### src/rtl/io_display_out.sv
// io_display_out: memory-mapped LED / seven-segment output peripheral.
// Latches CPU IO writes into a 24-bit LED register, a 32-bit hex display
// value and an 8-bit digit-enable mask, and time-multiplexes the eight
// active-low seven-segment digits, one slot every SCAN_DIV clocks.
module io_display_out #(
  parameter int unsigned SCAN_DIV = 100000
) (
  input  logic        clock,
  input  logic        reset,
  input  logic        LEDCtrl,
  input  logic        ioWrite,
  input  logic [3:0]  addr,
  input  logic [15:0] io_wdata,
  output logic [23:0] led,
  output logic [7:0]  seg_an,
  output logic [7:0]  seg_out
);

  // Divider width; SCAN_DIV >= 2 keeps this at least one bit.
  localparam int unsigned CNT_W = (SCAN_DIV > 2) ? $clog2(SCAN_DIV) : 1;
  localparam logic [CNT_W-1:0] CNT_MAX = CNT_W'(SCAN_DIV - 1);
  localparam logic [CNT_W-1:0] CNT_ONE = CNT_W'(1);

  // Active-low hex glyphs, decimal point always off (bit 7 high).
  function automatic logic [7:0] hex7(input logic [3:0] nib);
    logic [7:0] code;
    case (nib)
      4'h0: code = 8'hC0;
      4'h1: code = 8'hF9;
      4'h2: code = 8'hA4;
      4'h3: code = 8'hB0;
      4'h4: code = 8'h99;
      4'h5: code = 8'h92;
      4'h6: code = 8'h82;
      4'h7: code = 8'hF8;
      4'h8: code = 8'h80;
      4'h9: code = 8'h90;
      4'hA: code = 8'h88;
      4'hB: code = 8'h83;
      4'hC: code = 8'hC6;
      4'hD: code = 8'hA1;
      4'hE: code = 8'h86;
      default: code = 8'h8E;
    endcase
    return code;
  endfunction

  // Architectural registers written by the CPU.
  logic [23:0] led_q, led_d;
  logic [31:0] seg_val_q, seg_val_d;
  logic [7:0]  dig_en_q, dig_en_d;

  // Scan state and registered display drive.
  logic [CNT_W-1:0] div_cnt_q, div_cnt_d;
  logic [2:0]       idx_q, idx_d;
  logic [7:0]       seg_an_q, seg_an_d;
  logic [7:0]       seg_out_q, seg_out_d;

  logic we;
  logic tick;

  // Per-digit glyph and anode pattern, precomputed so the scan mux is a
  // simple 8:1 select on idx.
  logic [7:0] digit_code [8];
  logic [7:0] digit_an   [8];

  assign we   = LEDCtrl & ioWrite;
  assign tick = (div_cnt_q == CNT_MAX);

  genvar gi;
  generate
    for (gi = 0; gi < 8; gi++) begin : g_digit
      assign digit_code[gi] = hex7(seg_val_q[4*gi +: 4]);
      assign digit_an[gi]   = ~(8'h01 << gi);
    end
  endgenerate

  // Register-map decode: addr[3:1] selects the target, addr[0] is a don't-care.
  always_comb begin
    led_d     = led_q;
    seg_val_d = seg_val_q;
    dig_en_d  = dig_en_q;
    if (we) begin
      casez (addr)
        4'b000?: led_d[15:0]      = io_wdata;
        4'b001?: led_d[23:16]     = io_wdata[7:0];
        4'b010?: seg_val_d[15:0]  = io_wdata;
        4'b011?: seg_val_d[31:16] = io_wdata;
        4'b100?: dig_en_d         = io_wdata[7:0];
        default: ;
      endcase
    end
  end

  // Scan divider: free-running 0..SCAN_DIV-1, never disturbed by writes.
  always_comb begin
    div_cnt_d = tick ? '0 : (div_cnt_q + CNT_ONE);
  end

  // Digit scan: on each tick present the current slot (or blank it) using
  // the pre-write register contents, then advance to the next slot.
  always_comb begin
    seg_an_d  = seg_an_q;
    seg_out_d = seg_out_q;
    idx_d     = idx_q;
    if (tick) begin
      if (dig_en_q[idx_q]) begin
        seg_an_d  = digit_an[idx_q];
        seg_out_d = digit_code[idx_q];
      end else begin
        seg_an_d  = 8'hFF;
        seg_out_d = 8'hFF;
      end
      idx_d = idx_q + 3'd1;
    end
  end

  // CPU-visible registers.
  always_ff @(posedge clock or negedge reset) begin
    if (!reset) begin
      led_q     <= '0;
      seg_val_q <= '0;
      dig_en_q  <= 8'hFF;
    end else begin
      led_q     <= led_d;
      seg_val_q <= seg_val_d;
      dig_en_q  <= dig_en_d;
    end
  end

  // Scan counters and registered display outputs.
  always_ff @(posedge clock or negedge reset) begin
    if (!reset) begin
      div_cnt_q <= '0;
      idx_q     <= '0;
      seg_an_q  <= 8'hFF;
      seg_out_q <= 8'hFF;
    end else begin
      div_cnt_q <= div_cnt_d;
      idx_q     <= idx_d;
      seg_an_q  <= seg_an_d;
      seg_out_q <= seg_out_d;
    end
  end

  assign led     = led_q;
  assign seg_an  = seg_an_q;
  assign seg_out = seg_out_q;

endmodule

### config.mk
export PLATFORM = sky130hd
export DESIGN_NAME = io_display_out
export DESIGN_NICKNAME = d
export VERILOG_FILES = /design/src/rtl/io_display_out.sv
export SDC_FILE = /design/constraint.sdc
export NUM_CORES = 1
export LEC_CHECK = 0
export CAP_MARGIN = 40
export CORE_UTILIZATION = 52
export DETAILED_ROUTE_END_ITERATION = 10
export PLACE_DENSITY = 0.77
export SLEW_MARGIN = 20
export SYNTH_ARGS = -nofsm -noshare
export SYNTH_HDL_FRONTEND = slang
export SYNTH_SLANG_ARGS = --single-unit
### constraint.sdc
create_clock -name clock -period 2 [get_ports clock]
set_clock_uncertainty 0.15 [all_clocks]
set_input_delay 0.3 -clock clock [delete_from_list [all_inputs] [get_ports clock]]
set_output_delay 0.3 -clock clock [all_outputs]
set_load 0.01 [all_outputs]
== Yosys cells after proc, flatten, opt, wreduce, memory -nomap -nowiden ==
Memory sizes are Yosys's and may differ from the RTL's.
Cells that the tools add are included.

* $add $sub $neg: 2
* $lt $le $gt $ge: 2
* Equal/unequal tests: 5
* Multiplexer cells: 10
* Bitwise gates (word level): 2
* Reduce and logical (&&, ||, !) cells: 6

{| class="wikitable"
|+ Operator list
! operator !! count
|-
| $mux W8 || 6
|-
| $bmux W8 S3 || 1
|-
| $add A17 B1 Y17 const B || 1
|-
| $eq A17 B17 Y1 const B || 1
|-
| $mux W17 || 1
|-
| $reduce_and A2 Y1 || 5
|-
| $eq A3 B2 Y1 const B || 2
|-
| $ge A4 B4 Y1 const B || 1
|-
| $lt A3 B4 Y1 const B || 1
|-
| $not A3 Y4 || 1
|-
| $add A3 B1 Y3 const B || 1
|-
| $bmux W1 S3 || 1
|-
| $eq A3 B1 Y1 const B || 1
|-
| $eq A3 B3 Y1 const B || 1
|-
| $logic_not A3 Y1 || 1
|-
| $and A1 B1 Y1 || 1
|-
| $mux W1 || 1
|}

* Flip-flop bits (word level): 100
* ROM bits: 960
* Input port bits: 24
* Output and inout bits: 40
* Word-level logic and storage cells: 45
* Memories kept: 9

{| class="wikitable"
|+ Memory list
! name !! depth !! width !! read ports !! clocked after memory_dff !! write ports !! RTL line !! source
|-
| (name not given) || 16 || 7 || 1 || 0 || 0 || 27 || <nowiki>case (nib)</nowiki>
|-
| (name not given) || 16 || 7 || 1 || 0 || 0 || 27 ||
|-
| (name not given) || 16 || 7 || 1 || 0 || 0 || 27 ||
|-
| (name not given) || 16 || 7 || 1 || 0 || 0 || 27 ||
|-
| (name not given) || 16 || 7 || 1 || 0 || 0 || 27 ||
|-
| (name not given) || 16 || 7 || 1 || 0 || 0 || 27 ||
|-
| +3 memories || -- || -- || -- || -- || -- || -- ||
|}

== Depth between registers and ports, before layout ==
Gate-level depths: netlist of run 1.

* Depth after elaboration: 5
* Gate-level depth with buffers: 8
* Depth with buffers taken out: 8

== Worst setup path before layout of run 1 ==
No wires, ideal clock.

* Kind: reg2reg
* From: register div_cnt_q[13]
* To: register seg_out_q[3], in the netlist seg_out[3]
* Library setup time: 80 ps
* Arrival: 1958 ps
* Data required time: 1770 ps
* Slack: -188 ps
* Cell stages (with the launch flop): 8
* Buffers on the path: 1
* Period minus slack after synthesis: 2188 ps
* Cell sequence: dfrtp_1 or4b_1 nor4b_2 and4_1 buf_6 o21ai_4 a211o_1 o22a_1

* Longest elaborated chain between the ends: 1

{| class="wikitable"
|+ RTL lines
! element !! RTL line !! source
|-
| start: declaration || 54 || <nowiki>logic [CNT_W-1:0] div_cnt_q, div_cnt_d;</nowiki>
|-
| start signal: assignment || 139 || <nowiki>div_cnt_q <= div_cnt_d;</nowiki>
|-
| $eq A17 B17 Y1 || 68 || <nowiki>assign tick = (div_cnt_q == CNT_MAX);</nowiki>
|-
| end signal: assignment || 142 || <nowiki>seg_out_q <= seg_out_d;</nowiki>
|-
| end: declaration || 57 || <nowiki>logic [7:0] seg_out_q, seg_out_d;</nowiki>
|}

Every way passes these cells.
A chain may end at the register's enable or synchronous reset.

== Worst setup path after layout of run 1 ==
* From: register div_cnt_q[14]
* To: register seg_out_q[3], in the netlist seg_out[3]

Same word-level chain as after synthesis.

==> results of run 1 <==
[cell usage in the layout (no fill, tap or decap), types with 4 or more instances in the layout]
master,count
dfrtp_1,75
o211ai_1,11
a22oi_1,9
a221oi_1,6
nand3b_1,4
buf_12,7
nand4_1,5
o21ai_0,17
buf_4,115
nand3_1,7
a32oi_1,5
mux2i_1,19
inv_2,11
ha_2,5
inv_1,17
nand2_1,35
clkdlybuf4s50_1,60
nor2b_1,5
dfstp_2,23
a221oi_2,4
xor2_1,9
a21oi_1,10
nor2_1,51
xnor2_1,6
ha_1,56
mux4_2,13
nor3_1,10
a31oi_1,14
clkbuf_16,9
nand2b_1,5
mux2_2,72
[per-layer routing]
metal / vias to the layer above / wire, microns / track usage [%]
met4: 0 / 387 / 8.947
met5: - / 0 / 0
met3: 31 / 799 / 6.213
met1: 2643 / 6855 / 32.20
met2: 165 / 7953 / 43.97
li1: 2474 / - / -
[layout make-up]
| cell class | instances | area, sq um |
|---|---|---|
| Clock buffer | 9 | 225.2 |
| Inverter | 29 | 111.4 |
| Timing Repair Buffer | 186 | 1648 |
| Multi-Input combinational cell | 432 | 3804 |
| Sequential cell | 99 | 2507 |
| Tap cell | 147 | 183.9 |
| Clock inverter | 7 | 83.83 |
| Fill cell | 842 | 3448 |
[what timing repair did]
| item | 4_1_cts | 5_1_grt |
|---|---|---|
| endpoints found under the hold margin | 18 | 0 |
| gates resized for setup | 24 | 26 |
| hold buffers | 1 | 0 |
| buffers inserted | 2 | 3 |
| pin swaps | 5 | 6 |
| endpoints found under the setup margin | 21 | 21 |
[worst max path at each step]
stage          slack, ps                       from  cells after the start                     end
2_1_floorplan       -130    div_cnt_q[12]$_DFF_PN0_                      7  seg_out[3]$_DFFE_PN1N_
3_3_place_gp        -200    div_cnt_q[14]$_DFF_PN0_                      6  seg_out[6]$_DFFE_PN1N_
3_5_place_dp        -330    div_cnt_q[14]$_DFF_PN0_                      6  seg_out[6]$_DFFE_PN1N_
4_1_cts             -180    div_cnt_q[14]$_DFF_PN0_                      6  seg_out[3]$_DFFE_PN1N_
5_1_grt             -260  seg_val_q[28]$_DFFE_PN0P_                      8  seg_out[6]$_DFFE_PN1N_
6_report            -200    div_cnt_q[14]$_DFF_PN0_                      6  seg_out[3]$_DFFE_PN1N_
[power groups by stage]
stage | Sequential (mW) | Clock, mW | Combinational [mW]
final | 2.66 | 1.83 | 3.25
after global placement | 2.64 | 0 | 2.92
after CTS | 2.64 | 1.86 | 3.13
after detailed placement | 2.67 | 0 | 3.05
after global routing | 2.70 | 1.93 | 3.52
after floorplan | 2.66 | 0 | 1.65
[synth_stat cells (3+ instances only)]
master     n
nand4_1    5
mux2_2    72
a211oi_1   6
a32oi_1    6
nor2_1    54
nand2_1   35
xor2_1     9
o311ai_0   3
xnor2_1    7
inv_1     28
or3b_2     3
o31ai_1    3
a221oi_1  10
o211ai_1  11
nor2b_1    6
buf_1      4
nor3_1    10
a22oi_1    9
nand3b_1   4
nand3_1    7
buf_2      6
dfstp_2   23
mux4_2    13
nand2b_1   5
ha_1      62
a31oi_1   14
mux2i_1   21
and2_1     3
clkbuf_1  20
dfrtp_1   76
o21ai_0   19
a21oi_1   12
[registers in the layout (all words and copies together), names as in the netlist]
register,count
seg_val_q,32
led,24
div_cnt_q,17
dig_en_q,8
seg_an,8
seg_out,7
idx_q,3
[per-stage QoR]
stage               TNS (ps)  power (mW)  cells  hold slack [ps]  cell area [sq um]
detailed placement     -4387       5.723    887            98.65               8044
floorplan             -425.3       4.306    592           -145.6               6420
global placement       -2736       5.565    887            92.16               8044
CTS                    -1173       7.627    906            254.9               8434
global route           -2846       8.148    909            279.1               8563
finish                 -1313       7.742    909            249.4               8563
[logic make-up after synthesis]
group	synth area share, %
compound gates	11.52
xor+xnor	2.187
fa+ha+maj	12.10
buf+inv	3.866
flops	39.11
mux	20.50
other cells	0.05851
simple gates	10.66
==> summary.md, run 1 <==
| Metric | Value |
|---|---|
| Tmin final | `2199 ps` |
| Cell Chain, Critical Path | `or4b_4 > nor4b_4 > and4_4 > o21ai_4 > a211o_1 > o22a_1` |
| Post-synth EDFFs | `0` |
| Die area | `between 10000 and 15000 sq um` |
| Chip width | `between 100 and 150 microns` |
| Worst skew pair latency | `370 ps` |
| CTS clk-pin slew, worst paths | `approximately 70 ps` |
| Input/output buffers | `~60` |
| Overflow after GRT | `0` |
| Max Slew Vio Count | `0` |
| Yosys reg bits | `around 100` |
| Cell area after synthesis | `6409 sq um` |
| Status | `finished with violations` |
| Nature of the critical path endpoint | `register` |
| Worst-case clock buffer depth | `2` |
| Clock share of power | `between 20% and 30%` |
| VDD IR max | `between 0.6 and 0.7 mV` |
| Starting Density | `between 50% and 60%` |
| F_max | `approximately 450 MHz` |
| Rows | `40` |
| Final core utilization | `71.29%` |
| Hold crit path type | `in2async` |
| Crit share post-route | `109.9%` |
| Synth Flop Type | `dfrtp_1` |
| Failing checks | `negative setup slack` |
| Antenna diodes | `0` |
| CTS Buf Count | `9` |
| Top post-synthesis cells by area | `dfrtp_1 (30%), mux2_2 (13%), ha_1 (12%)` |
| Routed length per instance | `about 18 microns` |
| Synthesized instance count | `about 590` |
| Overall routing resource usage | `around a quarter` |
| HPWL Detailed | `about 12000 microns` |
| Reg2Reg Depth | `6` |
| Maxcap violations | `0` |
| Core ar. | `12010 sq um` |
| Worst path bufs/invs | `0` |
| Worst R2R Setup Slack | `-200 ps` |
| First-pass iteration count of the detailed router | `5` |
| Seq/Total Area, Yosys | `just under 40%` |
| Synth Warn # | `0` |
| CTS tree | `built` |
| Yosys cell types | `around 50` |
| CP arrival | `~2400 ps` |
| Final hold vios | `0` |
| Logic pwr share | `about two fifths` |
| Number of global-route vias before repair | `approximately 5300` |
| Largest net degree at the start of global routing | `41` |
| Crit Path Category | `reg2reg` |
| Slowest stage delay, CP | `between 500 and 600 ps` |
| Final Wtd Congestion | `about 0.85` |
| Crit path launch type | `register` |
| Final nets | `roughly 840` |
| Die Ht | `about 110 microns` |
| Crit-path max FO | `7` |
| H-tree depth | `3` |
| Worst slack at placement | `-330.6 ps` |
| Root Buffer | `clkbuf_16` |
| RSZ-0062 raised after global routing | `true` |
| WP data required | `approximately 2200 ps` |
| Residual DRC | `0` |
| Layout cells sized above 1 | `38.85%` |
| Initial antenna violation count | `0` |
| Via density | `about 6` |
| Avg Cell Area, Syn | `between 10 and 15 sq um` |
| Top-Level Pins | `64` |
| Final worst slack | `-198.8 ps` |
| Final WL | `16000 microns` |
| Initial DRC Count | `368` |
| Antenna viol nets, final | `0` |
| Sw Ratio | `around a third` |
| Area Overhead vs Synth | `33.62%` |
| RR Endpoint | `seg_out[3]$_DFFE_PN1N_` |
| RR Startpoint | `div_cnt_q[14]$_DFF_PN0_` |
| Max stage delay cell, worst path | `or4b_4` |
| Final setup viols | `17` |
| Pwr Density | `904.1 nW/um^2` |
| Synth area leader | `dfrtp_1` |
| Sequential cell fraction of total power | `between 30% and 40%` |
| Sink Count | `99` |
| Top delay family on crit path | `simple AND/OR/NAND/NOR gates` |
| Vias post-DR | `5313` |
| Post-synth net total | `roughly 680` |
| Async S/R FF share, synth | `100.0%` |
| P_leak | `3.858 nW` |
| Pint | `a little over 5 mW` |
| First-pass GRT wire length | `approximately 26000 microns` |
| P_sw | `2.613 mW` |
| Synth top area share | `roughly 30%` |
No activity file was read; power rests on OpenSTA's default activity.
==> inputs of run 2 (changes only) <==
Settings changed: PLACE_DENSITY 0.77 to 0.75.
==> summary.md, run 2 (synthesized netlist as in run 1, its figures left out) <==
| Metric | Value |
|---|---|
| Status | `finished with violations (unchanged)` |
| Chip width | `113.0 microns (unchanged)` |
| Tmin final | `2201 ps (was 2199 ps)` |
| Failing checks | `negative setup slack (unchanged)` |
| Total power | `7.465 mW (was 7.742 mW)` |
| Crit-path max FO | `4 (was 7)` |
| Crit path launch type | `register (unchanged)` |
| Fill count | `867 (was 842)` |
| Pwr Density | `879.5 nW/um^2 (was 904.1 nW/um^2)` |
| Initial DRC Count | `391 (was 368)` |
| Final setup viols | `26 (was 17)` |
| Number of global-route vias before repair | `5411 (was 5285)` |
| Residual DRC | `0 (unchanged)` |
| Layout cells sized above 1 | `37.40% (was 38.85%)` |
| Overall routing resource usage | `26.13% (was 25.84%)` |
| Core ar. | `12010 sq um (unchanged)` |
| Worst-case clock buffer depth | `2 (unchanged)` |
| Reg2Reg Depth | `7 (was 6)` |
| Final core utilization | `70.66% (was 71.29%)` |
| Hold crit path type | `in2async (unchanged)` |
| Nature of the critical path endpoint | `register (unchanged)` |
| Maxcap violations | `0 (unchanged)` |
| Starting Density | `53.35% (unchanged)` |
| Post-DP Area | `7971 sq um (was 8044 sq um)` |
| Final hold vios | `0 (unchanged)` |
| RSZ-0062 raised after global routing | `true (unchanged)` |
| First-pass iteration count of the detailed router | `5 (unchanged)` |
| Overflow after GRT | `0 (unchanged)` |
| Worst R2R Setup Slack | `-200 ps (about the same)` |
| Largest net degree at the start of global routing | `42 (was 41)` |
| Top-Level Pins | `64 (unchanged)` |
| Antenna diodes | `0 (unchanged)` |
| Cell Chain, Critical Path | `buf_4 > ha_1 > mux4_2 > mux2i_2 > o21ai_1 > a211o_1 > o22a_1 (was or4b_4 > nor4b_4 > and4_4 > o21ai_4 > a211o_1 > o22a_1)` |
| P_leak | `3.817 nW (was 3.858 nW)` |
| Worst skew pair latency | `360 ps (was 370 ps)` |
| Final worst slack | `-201.0 ps (was -198.8 ps)` |
| Max FFs per register | `32 (unchanged)` |
| Sink Count | `99 (unchanged)` |
| Input/output buffers | `61 (unchanged)` |
| WP data required | `2140 ps (was 2150 ps)` |
| Max stage delay cell, worst path | `mux4_2 (was or4b_4)` |
| HPWL Detailed | `11720 microns (was 11570 microns)` |
| RR Endpoint | `seg_out[3]$_DFFE_PN1N_ (unchanged)` |
| CP arrival | `2340 ps (was 2350 ps)` |
| Final Wtd Congestion | `0.8941 (was 0.8531)` |
| Commonest non-fill, non-tap cell in the layout | `buf_4 (unchanged)` |
| H-tree depth | `3 (unchanged)` |
| Antenna viol nets, final | `0 (unchanged)` |
| Area Overhead vs Synth | `32.43% (was 33.62%)` |
| Die area | `12770 sq um (unchanged)` |
| Crit Path Category | `reg2reg (unchanged)` |
| Top reg by flops | `seg_val_q (unchanged)` |
| Worst slack at placement | `-332.2 ps (was -330.6 ps)` |
| Crit share post-route | `110.1% (was 109.9%)` |
| First-pass GRT wire length | `26150 microns (was 25780 microns)` |
| Via density | `5.840 (was 5.845)` |
| Rows | `40 (unchanged)` |
| CTS Buf Count | `9 (unchanged)` |
| Slowest stage delay, CP | `490 ps (was 540 ps)` |
| Fin area | `8487 sq um (was 8563 sq um)` |
| RR Startpoint | `seg_val_q[29]$_DFFE_PN0P_ (was div_cnt_q[14]$_DFF_PN0_)` |
| Routed length per instance | `17.69 microns (was 17.60 microns)` |
| Final nets | `835 (was 843)` |
| Vias post-DR | `5262 (was 5313)` |
| Most frequent cells in the layout | `buf_4 (105), dfrtp_1 (74), mux2_2 (72) (was buf_4 (115), dfrtp_1 (75), mux2_2 (72))` |
| VDD IR max | `0.6879 mV (was 0.6677 mV)` |
| Max Slew Vio Count | `0 (unchanged)` |
| Final WL | `15940 microns (was 16000 microns)` |
| Root Buffer | `clkbuf_16 (unchanged)` |
| Die Ht | `113.0 microns (unchanged)` |
| F_max | `454.3 MHz (was 454.8 MHz)` |
| CTS tree | `built (unchanged)` |
| CTS clk-pin slew, worst paths | `70 ps (about the same)` |
| Initial antenna violation count | `0 (unchanged)` |
## run 2: changes by cell type in the layout (fill, tap and decap cells not counted), moves of 2 or more
| cell | change |
|---|---|
| nor2_2 | -2 |
| nor2_4 | +4 |
| inv_8 | -2 |
| buf_4 | -10 |
| nor2_1 | -2 |
| inv_6 | +2 |
| ha_2 | -4 |
| ha_1 | +4 |
## run 2: metal layers
metal / GRT usage, % / part of all wire [%] / up-vias
met4: 9.474 / 2.4 / 0
met5: 0 / 0 / -
met2: 45.40 / 51 / 161
met1: 32.38 / 42 / 2599
met3: 5.088 / 4.6 / 33
li1: - / - / 2469
## run 2: area by class of cell
class	count	area, sq um	area share [%]
inverters	29	108.9	1.283
flip-flops and latches	99	2509	29.56
multi-input cells	432	3796	44.73
clock inverters	6	47.55	0.5602
clock buffers	10	229.0	2.698
well taps	147	183.9	2.167
repair buffers	178	1613	19.00
## run 2: stage by stage
step                      setup TNS, ps  hold slack [ps]  cells
after global placement            -4598            112.4    879
after CTS                         -2608            292.8    899
final                             -1438            285.6    901
after floorplan                  -425.3           -145.6    592
after detailed placement          -7240            131.7    879
after global routing              -3771            317.0    901
## run 2: worst max path at each step
stage | from | endpoint | depth (start not counted)
floorplan | div_cnt_q[12]$_DFF_PN0_ | seg_out[3]$_DFFE_PN1N_ | 7
global placement | div_cnt_q[14]$_DFF_PN0_ | div_cnt_q[3]$_DFF_PN0_ | 6
detailed placement | div_cnt_q[14]$_DFF_PN0_ | seg_out[1]$_DFFE_PN1N_ | 6
global route | seg_val_q[28]$_DFFE_PN0P_ | seg_out[3]$_DFFE_PN1N_ | 8
CTS | div_cnt_q[13]$_DFF_PN0_ | seg_out[3]$_DFFE_PN1N_ | 6
finish | seg_val_q[29]$_DFFE_PN0P_ | seg_out[3]$_DFFE_PN1N_ | 7
## run 2: power by group
group	switching, mW	internal, mW	total, mW
Combinational	1.42	1.75	3.17
Sequential	0.301	2.33	2.63
Clock	0.803	0.857	1.66
Total	2.53	4.94	7.46
## run 2: timing repair
action / CTS / global route
pin swaps: 6 / 7
gates cloned: 1 / 1
endpoints found under the hold margin: 20 / 0
resized for setup: 23 / 32
endpoints found under the setup margin: 27 / 27
hold buffers: 1 / 0
buffers inserted: 2 / 2
## run 2: critical path: cells and delay by family (launching register included)
family	cells	cell delay [ps]
buf+inv	1	160
fa+ha+maj	1	190
mux	2	690
compound gates	3	520
flops	1	410
==> inputs of run 3 (changes only) <==
Settings changed: CAP_MARGIN 40 to not set.
==> results of run 3 <==
Same layout as run 2: the final DEF is identical, and so are final timing and power.
